`src/rtl/toggle_timer_pkg.sv`:
```
// toggle_timer_pkg: shared FSM encodings and default timing for toggle_timer
//   ST_RST / ST_WAIT / ST_CHANGE : FSM state encodings
//   DEFAULT_DELAY_TIME           : default wait limit in clk_slow cycles
//   DEFAULT_CNT_W                : default counter width
package toggle_timer_pkg;

    typedef enum logic [1:0] {
        ST_RST    = 2'b00,
        ST_WAIT   = 2'b01,
        ST_CHANGE = 2'b10
    } state_e;

    localparam int DEFAULT_DELAY_TIME = 1000;
    localparam int DEFAULT_CNT_W      = 16;

endpackage

```
`src/rtl/toggle_timer_limit_counter.sv`:
```
// limit_counter: saturating up-counter with limit compare
//   clk      : rising-edge clock
//   rst      : asynchronous active-high reset, clears count
//   clr      : synchronous clear, wins over enable
//   en       : count enable; also qualifies overflow
//   limit    : saturation value
//   cnt      : current count
//   overflow : en && cnt == limit (combinational)
module limit_counter #(
    parameter int CNT_W = 16
) (
    input  logic             clk,
    input  logic             rst,
    input  logic             clr,
    input  logic             en,
    input  logic [CNT_W-1:0] limit,
    output logic [CNT_W-1:0] cnt,
    output logic             overflow
);

    logic [CNT_W-1:0] cnt_q;
    logic [CNT_W-1:0] cnt_d;

    always_comb begin
        cnt_d = clr ? '0 : (en && cnt_q < limit) ? cnt_q + CNT_W'(1) : cnt_q;
    end

    always_ff @(posedge clk or posedge rst) begin
        if (rst)
            cnt_q <= '0;
        else
            cnt_q <= cnt_d;
    end

    assign cnt      = cnt_q;
    assign overflow = en && (cnt_q == limit);

endmodule

```
`src/rtl/toggle_timer.sv`:
```
// toggle_timer: toggles o_CTR every DELAY_TIME+3 clk_slow cycles
//   clk_slow   : rising-edge clock
//   i_RST      : asynchronous active-high reset
//   o_CTR      : registered toggling control/LED output
//   o_OVERFLOW : high while waiting with the counter at its limit
//   o_STATE    : current FSM state (debug)
//   o_CNT      : current counter value (debug)
module toggle_timer
    import toggle_timer_pkg::*;
#(
    parameter int DELAY_TIME = DEFAULT_DELAY_TIME,
    parameter int CNT_W      = DEFAULT_CNT_W
) (
    input  logic             clk_slow,
    input  logic             i_RST,
    output logic             o_CTR,
    output logic             o_OVERFLOW,
    output logic [1:0]       o_STATE,
    output logic [CNT_W-1:0] o_CNT
);

    localparam logic [CNT_W-1:0] LIMIT = CNT_W'(DELAY_TIME);

    logic [1:0]       state_q;
    logic [1:0]       state_d;
    logic             ctr_q;
    logic             ctr_d;
    logic             cnt_clr;
    logic             cnt_en;
    logic             ovf;
    logic [CNT_W-1:0] cnt;

    always_ff @(posedge clk_slow or posedge i_RST) begin
        if (i_RST) begin
            state_q <= ST_RST;
            ctr_q   <= 1'b0;
        end else begin
            state_q <= state_d;
            ctr_q   <= ctr_d;
        end
    end

    // CHANGE and the unused encoding 2'b11 both fall back to ST_RST
    always_comb begin
        state_d = (state_q == ST_RST)  ? ST_WAIT :
                  (state_q == ST_WAIT) ? (ovf ? ST_CHANGE : ST_WAIT) :
                                         ST_RST;
        ctr_d   = ctr_q ^ ovf;
    end

    // Counter clears in ST_RST and in the illegal state; only counts in ST_WAIT
    always_comb begin
        cnt_clr    = (state_q != ST_WAIT) && (state_q != ST_CHANGE);
        cnt_en     = (state_q == ST_WAIT);
        o_CTR      = ctr_q;
        o_OVERFLOW = ovf;
        o_STATE    = state_q;
        o_CNT      = cnt;
    end

    limit_counter #(
        .CNT_W(CNT_W)
    ) u_cnt (
        .clk     (clk_slow),
        .rst     (i_RST),
        .clr     (cnt_clr),
        .en      (cnt_en),
        .limit   (LIMIT),
        .cnt     (cnt),
        .overflow(ovf)
    );

endmodule

```
`config.mk`:
```
export PLATFORM = sky130hd
export DESIGN_NAME = toggle_timer
export DESIGN_NICKNAME = d
export VERILOG_FILES = /design/src/rtl/toggle_timer_pkg.sv /design/src/rtl/toggle_timer_limit_counter.sv /design/src/rtl/toggle_timer.sv
export SDC_FILE = /design/constraint.sdc
export NUM_CORES = 1
export LEC_CHECK = 0
export CORE_MARGIN = 5
export CORE_UTILIZATION = 45
export CTS_CLUSTER_SIZE = 20
export DETAILED_ROUTE_END_ITERATION = 10
export PLACE_DENSITY = 0.81
export SETUP_SLACK_MARGIN = 0.3
export SLEW_MARGIN = 40
export SYNTH_ARGS = -nofsm -noshare
export SYNTH_HDL_FRONTEND = slang
export SYNTH_SLANG_ARGS = --single-unit
```
`constraint.sdc`:
```
create_clock -name clk_slow -period 2.1 [get_ports clk_slow]
set_input_delay 0.42 -clock clk_slow [delete_from_list [all_inputs] [get_ports clk_slow]]
set_output_delay 0.42 -clock clk_slow [all_outputs]
set_load 0.05 [all_outputs]
```
# [Word level (Yosys, flattened, before mapping)]
# Cells that the tools add are included.
[classes] n_addsub=1 magnitude_cmp=1 eq_ne=4 muxes=5 bitwise=1 n_reduce_logical=5
[op_table] cell="$mux 16" count=2
[op_table] cell="$add 16x1->16 const B" count=1
[op_table] cell="$eq 16x10->1 const B" count=1
[op_table] cell="$lt 16x10->1 const B" count=1
[op_table] cell="$mux 2" count=3
[op_table] cell="$logic_and 1x1->1" count=3
[op_table] cell="$eq 2x1->1 const B" count=1
[op_table] cell="$logic_not 2->1" count=1
[op_table] cell="$ne 2x1->1 const B" count=1
[op_table] cell="$ne 2x2->1 const B" count=1
[op_table] cell="$reduce_bool 2->1" count=1
[op_table] cell="$xor 1x1->1" count=1
[word_totals] reg_bits=19 input_bits=2 out_inout_bits=20

# [Depth between registers and ports, before layout]
# Gate-level depths: netlist (run 1).
[depth] word_depth=5 ltp_mapped=7

# [By module]
# From an unflattened synthesis (run 1), not the netlist that was laid out.
[unflattened] cells_unflattened=162 area_unflattened_um2=1401.3
[by_module_without_submodules] module="limit_counter" instances=1 cells_each=146 area_per_inst_um2=1251.2 seq_area_each_um2=400.4
[by_module_without_submodules] module="toggle_timer" instances=1 cells_each=16 area_per_inst_um2=150.1 seq_area_each_um2=75.1

# [Worst setup path before layout (run 1)]
# Ideal clock, no wire load.
[synth_timing] path_kind="flip-flop to output port" startpoint="register u_cnt.cnt_q[10], in the netlist u_cnt.cnt[10]" endpoint="output port o_OVERFLOW" arrival_time_ns=2.176 path_slack_ns=-0.496 path_stages_with_launch=5 cell_sequence="dfrtp_1 -> or4_4 -> nor3_1 -> nand2_1 -> nor2_1"
[synth_via] elab_chain_len=2
[synth_lines] item="start: declaration" line_no="toggle_timer_limit_counter.sv:21" text="logic [CNT_W-1:0] cnt_q;"
[synth_lines] item="start signal: assignment" line_no="toggle_timer_limit_counter.sv:32" text="cnt_q <= cnt_d;"
[synth_lines] item="$eq 16x10->1" line_no="toggle_timer_limit_counter.sv:36" text="assign overflow = en && (cnt_q == limit);"
[synth_lines] item="$logic_and 1x1->1" line_no="toggle_timer_limit_counter.sv:36"
[synth_lines] item="end: declaration" line_no="toggle_timer.sv:17" text="output logic o_OVERFLOW,"
# No other way between the ends.

# [Worst setup path after layout (run 1)]
[layout_timing] startpoint="register u_cnt.cnt_q[11], in the netlist u_cnt.cnt[11]" endpoint="output port o_OVERFLOW"
# Same word-level chain as after synthesis.

==> impl_results.md, run 1 <==
* Clock latency on the worst-skew pair at 0.32 ns
* Synth Flop Type: dfrtp_1
* Initial core utilization at 46.6%
* H-tree depth at 1
* FF+latch area at 492 sq um
* Leak at 0.000827 uW
* Largest net degree at the start of global routing at 20
* Post-DP HPWL at 2.02 mm
* Outcome: complete, but fails checks
* Unrepaired setup endpoints after global routing: true
* Die area at 3620 sq um
* Failing checks: negative setup slack
* # DRC at 0
* DR WL/cell at 18.7 um
* # rows at 18
* Post-synthesis async set-or-reset flop share at 100%
* Peak VDD IR at 0.307 mV
* Vias in the first global route at 1088
* Crit path cell chain: or4_4, nor3_4, nand2_2, nor2_4, buf_12
* Finished Layout Cells at 200
* Slowest CP cell: or4_4
* Post-CTS Hold Buffers at 0
* Switching share of power at 24.1%
* Clock sinks at 19
* # IOs at 22
* Routed vias/inst at 6.11
* Die Wd at 60.2 um
* Cell Area, Synth at 1130 sq um
* Final setup fails at 17
* P_sw at 140 uW
* Reg power frac at 62.9%
* CTS tree: done
* Clock Path Buffers at 2
* Area of the multi-input gates at 768 sq um
* Pre-CTS WS at 0.0655 ns
* Fin. Hold Viols at 0
* Syn Inst Count at 123
* Routability congestion estimate at 0.804
* Port Buffers at 21
* Final wirelength at 3.74 mm
* Top cells by area, synth: dfrtp_1 42%, ha_1 5.5%, o21ai_0 5.3%
* Die height at 60.2 um
* Vias at 1221
* Clk pwr share at 35.3%
* CP Capture Type: output pin
* Worst Setup Start Kind: register
* Post-layout net count at 178
* First-pass GRT wire length at 5.31 mm
* Synth Net Count at 130
* Tmin final at 2.28 ns
* Layout area overhead at 56.2%
* CP arrival at 1.86 ns
* WP buf/inv at 1
* Power density over the cells at 329 nW/um^2
* Iteration-0 DRC count of the detailed router at 65
* # fillers at 180
* Comb pwr share at 1.9%
* Setup CP Type: register to output pin
* Int Power at 441 uW
* Max_slew headroom at 66.6%
* Slew Limit Fails at 0
* Final core utilization at 72.7%
* Synth cell count leaders: 19 x dfrtp_1, 12 x o21ai_0, 10 x nand2_1
* Post-Place Cells at 179
* Clock-pin slew on the worst setup and hold paths at 0.13 ns
* Syn avg cell area at 9.21 sq um
* Total GRT Usage at 19.5%
* Period utilization at 109%
* Worst slew pin tran at 0.502 ns
* DR pass1 iterations at 4
* Ant. Diodes at 0
* Share of cells above drive strength 1 at 47.1%
* Hold/Removal Path Class: input pin to async pin
* Achievable clock frequency at 438 MHz
* Distinct cells, synth at 38
* Total grt overflow at 0
* Area leader, netlist: dfrtp_1
* Routed Antenna Nets at 0
* Clock skew at 0.0123 ns
* Synth Register Bits at 19
* Seq/Total Area, Yosys at 42.0%
* EDFF count, synth at 0
* PnR worst setup slack at -0.183 ns
* Ys Warns at 0
* Core area at 2430 sq um
* CP max stage delay at 0.58 ns
* Initial antenna violation count at 0
* Top cell type's share of synthesized area at 42.0%
* Root Buffer: clkbuf_4
* Top-count cell post-synth: dfrtp_1
* Crit-path max FO at 2
* WP data required at 1.68 ns
* Num CTS Buffers at 3
* CP top delay family: simple AND/OR/NAND/NOR gates
* Maxcap violations at 0
[routing by layer]
layer / track usage [%] / wire [um] / up-vias
met3: 2.59 / 202 / 14
met1: 24.5 / 1440 / 600
li1: - / - / 556
met5: 0 / 0 / -
met2: 33.2 / 1980 / 51
met4: 8.54 / 114 / 0
[timing repair]
item / 4_1_cts / 5_1_grt
setup buffers: 9 / 8
endpoints found under the setup margin: 32 / 24
pin swaps: 8 / 4
gates resized for setup: 43 / 29
gates cloned: 0 / 0
[cell usage in the layout, fill, tap and decap left out, types with 3 or more instances in the layout]
cell type and instances:
o31ai_1 3, o21ai_0 4, dfrtp_1 6, a21oi_1 3, buf_6 6, clkbuf_4 3
dlygate4sd2_1 10, buf_4 24, clkbuf_2 3, nand2_1 9, nor2_1 5, o21ai_2 6
ha_1 5, and4_1 3, o31ai_2 3, inv_1 7, dfrtp_2 13, nand3_1 8
[flip-flops by register name, summed over array words and instances, names as in the netlist]
register,count
o_STATE,2
o_CTR,1
u_cnt.cnt,16
[cells by family (layout without fill, tap and decap cells)]
group / count (synthesis) / count (layout) / share of synthesized area [%]
buffers and inverters: 13 / 60 / 4.42
XOR/XNOR: 1 / 1 / 0.774
AO/OA/AOI/OAI: 35 / 35 / 20.6
adder cells (fa/ha/maj): 5 / 5 / 5.52
multiplexers: 1 / 1 / 0.884
AND/OR/NAND/NOR: 49 / 49 / 25.9
flip-flops: 19 / 19 / 42.0
[through the flow]
| step | TNS (ns) | power, uW | hold WS [ns] | cell area [sq um] |
|---|---|---|---|---|
| floorplan | -0.307 | 378 | 0.371 | 1160 |
| global placement | 0 | 384 | 0.453 | 1460 |
| detailed placement | 0 | 384 | 0.463 | 1460 |
| CTS | -0.264 | 585 | 0.426 | 1640 |
| global route | -2.81 | 607 | 0.438 | 1770 |
| finish | -1.48 | 582 | 0.416 | 1770 |
[worst register-to-register path: cells and delay by family (launching register included)]
kind / cells / cell delay, ns
buffers and inverters: 7 / 0.82
and+or+nand+nor: 4 / 0.98
DFF: 1 / 0.42
[final timing paths]
| check | startpoint | to | slack [ns] | depth (start not counted) |
|---|---|---|---|---|
| min reg2reg | o_CTR | o_CTR | 0.47 | 1 |
| min in group clk_slow | o_CTR | o_CTR | 0.47 | 1 |
| max | u_cnt.cnt[11] | o_OVERFLOW | -0.18 | 5 |
| max reg2reg | u_cnt.cnt[11] | o_STATE[1] | -0.18 | 11 |
| max in group asynchronous | i_RST | u_cnt.cnt[11] | 1.44 | 3 |
| min | i_RST | u_cnt.cnt[5] | 0.42 | 3 |
[cell type report]
type                    instances  share of cell area [%]
multi-input cells              91                    43.4
flip-flops and latches         19                    27.8
repair buffers                 48                    23.3
well taps                      30                    2.12
inverters                       8                    1.70
clock buffers                   3                    1.27
clock inverters                 1                   0.424
[power groups by stage]
stage	clock network (uW)	logic, uW	registers (uW)
3_3_place_gp	0	11.1	373
5_1_grt	229	12.6	366
2_1_floorplan	0	5.48	373
6_report	205	10.8	366
4_1_cts	208	11.2	366
3_5_place_dp	0	11.2	373
No activity file was read; power rests on OpenSTA's default activity.
==> inputs of run 2 (changes only) <==
- CORE_ASPECT_RATIO: unset -> 0.8
==> run 2 against run 1 <==
Net effect: the flow still finishes with violations (negative setup slack); sequential share of layout area increased by 1.1 points; sequential power about the same; hold slack improved by 0.014 ns; clock-buffer cell count increased by 1; worst setup slack got worse by 0.045 ns; via count decreased by 4.4%.
==> impl_results.md, run 2 (synthesis gave the netlist of run 1 again) <==
* Clock skew at 0.00176 ns (was 0.0123 ns)
* Largest net degree at the start of global routing at 20 (unchanged)
* Ant. Diodes at 0 (unchanged)
* Die height at 54.9 um (was 60.2 um)
* Hold/Removal Path Class: input pin to async pin (unchanged)
* Share of cells above drive strength 1 at 40.9% (was 47.1%)
* # rows at 16 (was 18)
* Iteration-0 DRC count of the detailed router at 62 (was 65)
* H-tree depth at 1 (unchanged)
* CTS tree: done (unchanged)
* Worst Setup Start Kind: register (unchanged)
* Clock sinks at 19 (unchanged)
* # DRC at 0 (unchanged)
* Final core utilization at 69.7% (was 72.7%)
* Post-CTS Hold Buffers at 0 (unchanged)
* Tmin final at 2.33 ns (was 2.28 ns)
* Total grt overflow at 0 (unchanged)
* Post-DP HPWL at 2.07 mm (was 2.02 mm)
* Largest register FFs at 16 (unchanged)
* Maxcap violations at 0 (unchanged)
* Crit-path max FO at 2 (unchanged)
* CP arrival at 2.54 ns (was 1.86 ns)
* Grt met2 use at 33.6% (was 33.2%)
* Die Wd at 66.1 um (was 60.2 um)
* Top Usage Layer GRT: met2 (unchanged)
* Setup CP Type: register to register (was register to output pin)
* Post-layout net count at 172 (was 178)
* Failing checks: negative setup slack (unchanged)
* Routed Antenna Nets at 0 (unchanged)
* Initial antenna violation count at 0 (unchanged)
* # IOs at 22 (unchanged)
* # fillers at 187 (was 180)
* Clock-pin slew on the worst setup and hold paths at 0.11 ns (was 0.13 ns)
* Initial core utilization at 46.7% (was 46.6%)
* Port Buffers at 21 (unchanged)
* Achievable clock frequency at 430 MHz (was 438 MHz)
* Power density over the cells at 335 nW/um^2 (was 329 nW/um^2)
* R2R Path Start: u_cnt.cnt[11] (unchanged)
* DR WL/cell at 17.5 um (was 18.7 um)
* Max_slew headroom at 66.7% (was 66.6%)
* Final wirelength at 3.50 mm (was 3.74 mm)
* Slew Limit Fails at 0 (unchanged)
* Root Buffer: clkbuf_4 (unchanged)
* Final setup fails at 8 (was 17)
* Die area at 3630 sq um (was 3620 sq um)
* Outcome: complete, but fails checks (unchanged)
* CP Capture Type: register (was output pin)
* DR pass1 iterations at 4 (unchanged)
* R2r setup slk at -0.23 ns (was -0.18 ns)
* Routed vias/inst at 5.84 (was 6.11)
* Pre-CTS WS at 0.0396 ns (was 0.0655 ns)
* Leak at 0.000791 uW (was 0.000827 uW)
* Unrepaired setup endpoints after global routing: true (unchanged)
* Vias in the first global route at 1135 (was 1088)
* First-pass GRT wire length at 5.60 mm (was 5.31 mm)
* Hold slack at 0.430 ns (was 0.416 ns)
* CP Launch Point: u_cnt.cnt[11] (unchanged)
* Vias at 1167 (was 1221)
* Clock Path Buffers at 2 (unchanged)
* GR Util met3 at 5.54% (was 2.59%)
* Routability congestion estimate at 0.814 (was 0.804)
* Commonest cells after routing, fill and taps aside: 23 x buf_4, 10 x dfrtp_2 (was 24 x buf_4, 13 x dfrtp_2, 10 x dlygate4sd2_1)
* WP data required at 2.31 ns (was 1.68 ns)
* Core area at 2420 sq um (was 2430 sq um)
* Most common cell after layout, fill and taps aside: buf_4 (unchanged)
* Num CTS Buffers at 3 (unchanged)
* Clock latency on the worst-skew pair at 0.30 ns (was 0.32 ns)
* Worst slew pin tran at 0.502 ns (about the same)
* Period utilization at 111% (was 109%)
* Fin. Hold Viols at 0 (unchanged)
* PnR worst setup slack at -0.228 ns (was -0.183 ns)
* Met1 usage at 27.0% (was 24.5%)
* Total GRT Usage at 20.8% (was 19.5%)
* Peak VDD IR at 0.264 mV (was 0.307 mV)
* Layout area overhead at 49.2% (was 56.2%)
==> run 2: path summary, 6_finish.rpt <==
kind                                 endpoint  cells past startpoint
worst max-delay path               o_STATE[1]                     10
min in group clk_slow                   o_CTR                      1
worst min-delay path            u_cnt.cnt[15]                      3
worst max register to register     o_STATE[1]                     10
worst min register to register          o_CTR                      1
max in group asynchronous       u_cnt.cnt[12]                      3
==> run 2: through the flow <==
stage	total power, uW	TNS (ns)	std cells	area (sq um)
after floorplan	378	-0.307	123	1160
after global placement	384	0	184	1450
after detailed placement	384	0	184	1450
after CTS	572	-0.350	198	1630
after global routing	590	-1.81	200	1690
final	565	-0.652	200	1690
==> run 2: area by class of cell <==
type                       instances  area (sq um)  area share [%]
inverter                           8          30.0            1.78
timing repair buffer              42           355            21.0
clock buffer                       4          26.3            1.56
multi-input combinational         91           744            44.1
tap                               36          45.0            2.67
sequential                        19           488            28.9
==> run 2: repair_timing <==
item	in CTS	in global routing
cloned	0	0
pin swaps	9	6
resized for setup	38	22
endpoints found under the setup margin	32	25
setup buffers	10	2
==> run 2: worst max-delay path, cell delays in order (launching register included) <==
cell,delay [ns]
dfrtp_2,0.43
or4_4,0.56
nor3_4,0.17
nand2_2,0.11
buf_4,0.15
buf_4,0.12
buf_4,0.12
buf_4,0.13
buf_4,0.12
buf_4,0.13
nor3_4,0.20
==> run 2: per-layer routing <==
layer  up-vias  wire [um]
met5         -          0
met4         0         97
met3        10        208
met2        52       1730
met1       567       1470
li1        538          -
==> run 2: report_power, final <==
group | leakage [uW] | total [uW] | internal [uW] | switching (uW)
clock network | 0.0000150 | 189 | 74.1 | 115
registers | 0.000235 | 366 | 366 | 0
logic | 0.000541 | 10.6 | 2.99 | 7.58
==> inputs of run 3 (changes only) <==
- SKIP_CTS_REPAIR_TIMING: unset -> 1
==> run 3 against run 2 <==
Net effect: the run still ends with negative setup slack left; wire length decreased by 8.5%; sequential share of layout area is 0.55 points higher; cell count decreased by 4.0%; non-clock buffer count is 8 lower; clock skew increased by 0.0043 ns; design area is 1.6% lower; critical path depth fell by 5; hold slack worse by 0.0089 ns; die area stayed put; via count shrank 5.2%; total power grew 1.1%; core utilization down 1.1 points; critical path type is now register to output pin; critical endpoint is now o_OVERFLOW; largest power group unchanged.
==> impl_results.md, run 3 (synthesis gave the netlist of run 1 again) <==
* Outcome: complete, but fails checks (unchanged)
* Failing checks: negative setup slack (unchanged)
* Placed instance area at 1450 sq um (unchanged)
* # fillers at 186 (was 187)
* Clock sinks at 19 (unchanged)
* Total GRT Usage at 17.1% (was 20.8%)
* Initial core utilization at 46.7% (unchanged)
* Routability congestion estimate at 0.814 (unchanged)
* Final core utilization at 68.6% (was 69.7%)
* Die Wd at 66.1 um (unchanged)
* R2R Path Start: u_cnt.cnt[11] (unchanged)
* Unrepaired setup endpoints after global routing: true (unchanged)
* WP data required at 1.68 ns (was 2.31 ns)
* Initial antenna violation count at 0 (unchanged)
* Leak at 0.000957 uW (was 0.000791 uW)
* Die area at 3630 sq um (unchanged)
* # IOs at 22 (unchanged)
* Commonest cells after routing, fill and taps aside: 15 x dlymetal6s2s_1, 13 x buf_4, 11 x dfrtp_2 (was 23 x buf_4, 10 x dfrtp_2)
* CP Capture Type: output pin (was register)
* # DRC at 0 (unchanged)
* Crit-path max FO at 4 (was 2)
* Final wirelength at 3.20 mm (was 3.50 mm)
* Pre-CTS WS at 0.0396 ns (unchanged)
* Power density over the cells at 344 nW/um^2 (was 335 nW/um^2)
* Most common cell after layout, fill and taps aside: dlymetal6s2s_1 (was buf_4)
* Largest register FFs at 16 (unchanged)
* Ant. Diodes at 0 (unchanged)
* CP arrival at 1.82 ns (was 2.54 ns)
* Iteration-0 DRC count of the detailed router at 71 (was 62)
* Period utilization at 107% (was 111%)
* Area of the multi-input gates at 711 sq um (was 744 sq um)
* FF+latch area at 489 sq um (was 488 sq um)
* Clock-pin slew on the worst setup and hold paths at 0.12 ns (was 0.11 ns)
* DR WL/cell at 16.7 um (was 17.5 um)
* Post-layout net count at 164 (was 172)
* CTS tree: done (unchanged)
* # rows at 16 (unchanged)
* H-tree depth at 1 (unchanged)
* Fin. Hold Viols at 0 (unchanged)
* Share of cells above drive strength 1 at 35.9% (was 40.9%)
* TNS Setup at -0.175 ns (was -0.652 ns)
* Largest net degree at the start of global routing at 20 (unchanged)
* Layout area overhead at 46.7% (was 49.2%)
* First-pass GRT wire length at 4.72 mm (was 5.60 mm)
* Setup CP Type: register to output pin (was register to register)
* Achievable clock frequency at 446 MHz (was 430 MHz)
* Port Buffers at 21 (unchanged)
* Total grt overflow at 0 (unchanged)
* Core area at 2420 sq um (unchanged)
* DR pass1 iterations at 4 (unchanged)
* Worst slew pin tran at 0.518 ns (was 0.502 ns)
* Clock latency on the worst-skew pair at 0.30 ns (about the same)
* Worst Setup Start Kind: register (unchanged)
* Final setup fails at 3 (was 8)
* Root Buffer: clkbuf_4 (unchanged)
* Peak VDD IR at 0.241 mV (was 0.264 mV)
* Post-DP HPWL at 2.07 mm (unchanged)
* Critical R2R Capture: u_cnt.cnt[15] (was o_STATE[1])
* Max_slew headroom at 65.4% (was 66.7%)
* Vias at 1106 (was 1167)
* Vias in the first global route at 978 (was 1135)
* R2r setup slk at -0.03 ns (was -0.23 ns)
* Clock skew at 0.00603 ns (was 0.00176 ns)
* Die height at 54.9 um (unchanged)
* Clock Path Buffers at 2 (unchanged)
* Hold slack at 0.422 ns (was 0.430 ns)
* Maxcap violations at 0 (unchanged)
* Slew Limit Fails at 0 (unchanged)
* PnR worst setup slack at -0.142 ns (was -0.228 ns)
* Num CTS Buffers at 3 (unchanged)
* Final instance area at 1660 sq um (was 1690 sq um)
* Routed Antenna Nets at 0 (unchanged)
* Cells on worst reg2reg path at 6 (was 10)
* Hold/Removal Path Class: input pin to async pin (unchanged)
* Routed vias/inst at 5.76 (was 5.84)
* Tmin final at 2.24 ns (was 2.33 ns)
[run 3: cell count changes in the layout (fill, tap and decap cells not counted), sizes merged]
| cell | delta |
|---|---|
| dlygate4sd2 | -9 |
| dlymetal6s2s | +15 |
| clkdlybuf4s15 | -4 |
| buf | -8 |
| clkbuf | -2 |
[run 3: layout make-up]
cell class	instances	share of cell area [%]
multi-input cells	91	42.8
inverters	8	1.81
clock buffers	4	1.58
well taps	36	2.71
flip-flops and latches	19	29.4
repair buffers	34	21.7
[run 3: metrics by stage]
| stage | total power, uW | cells |
|---|---|---|
| after CTS | 572 | 188 |
| after global placement | 384 | 184 |
| after global routing | 592 | 192 |
| after floorplan | 378 | 123 |
| final | 572 | 192 |
| after detailed placement | 384 | 184 |
[run 3: how the worst max path moves through the flow]
| stage | from | to | slack, ns | cells past startpoint |
|---|---|---|---|---|
| 3_5_place_dp | u_cnt.cnt[11] | u_cnt.cnt[14] | 0.04 | 5 |
| 2_1_floorplan | u_cnt.cnt[10] | u_cnt.cnt[12] | -0.08 | 5 |
| 6_report | u_cnt.cnt[11] | o_OVERFLOW | -0.14 | 5 |
| 5_1_grt | u_cnt.cnt[11] | o_OVERFLOW | -0.22 | 5 |
| 4_1_cts | u_cnt.cnt[11] | o_OVERFLOW | -0.23 | 5 |
| 3_3_place_gp | u_cnt.cnt[11] | u_cnt.cnt[12] | 0.12 | 5 |
[run 3: layer usage]
| layer | track usage [%] | share of wire, % |
|---|---|---|
| met5 | 0 | 0 |
| met2 | 26.2 | 46 |
| met1 | 23.5 | 48 |
| met3 | 5.34 | 4.7 |
| met4 | 4.39 | 0.69 |
[run 3: report_power, final]
group          internal, uW  total [uW]  switching, uW
registers               366         366              0
logic                  2.99        10.5           7.48
clock network          74.1         196            121
[run 3: worst max-delay path, stage by stage (launching register included)]
cell and delay [ns]:
dfrtp_2 0.44, or4_4 0.57, nor3_4 0.15, nand2_2 0.09, nor2_4 0.13, buf_12 0.15
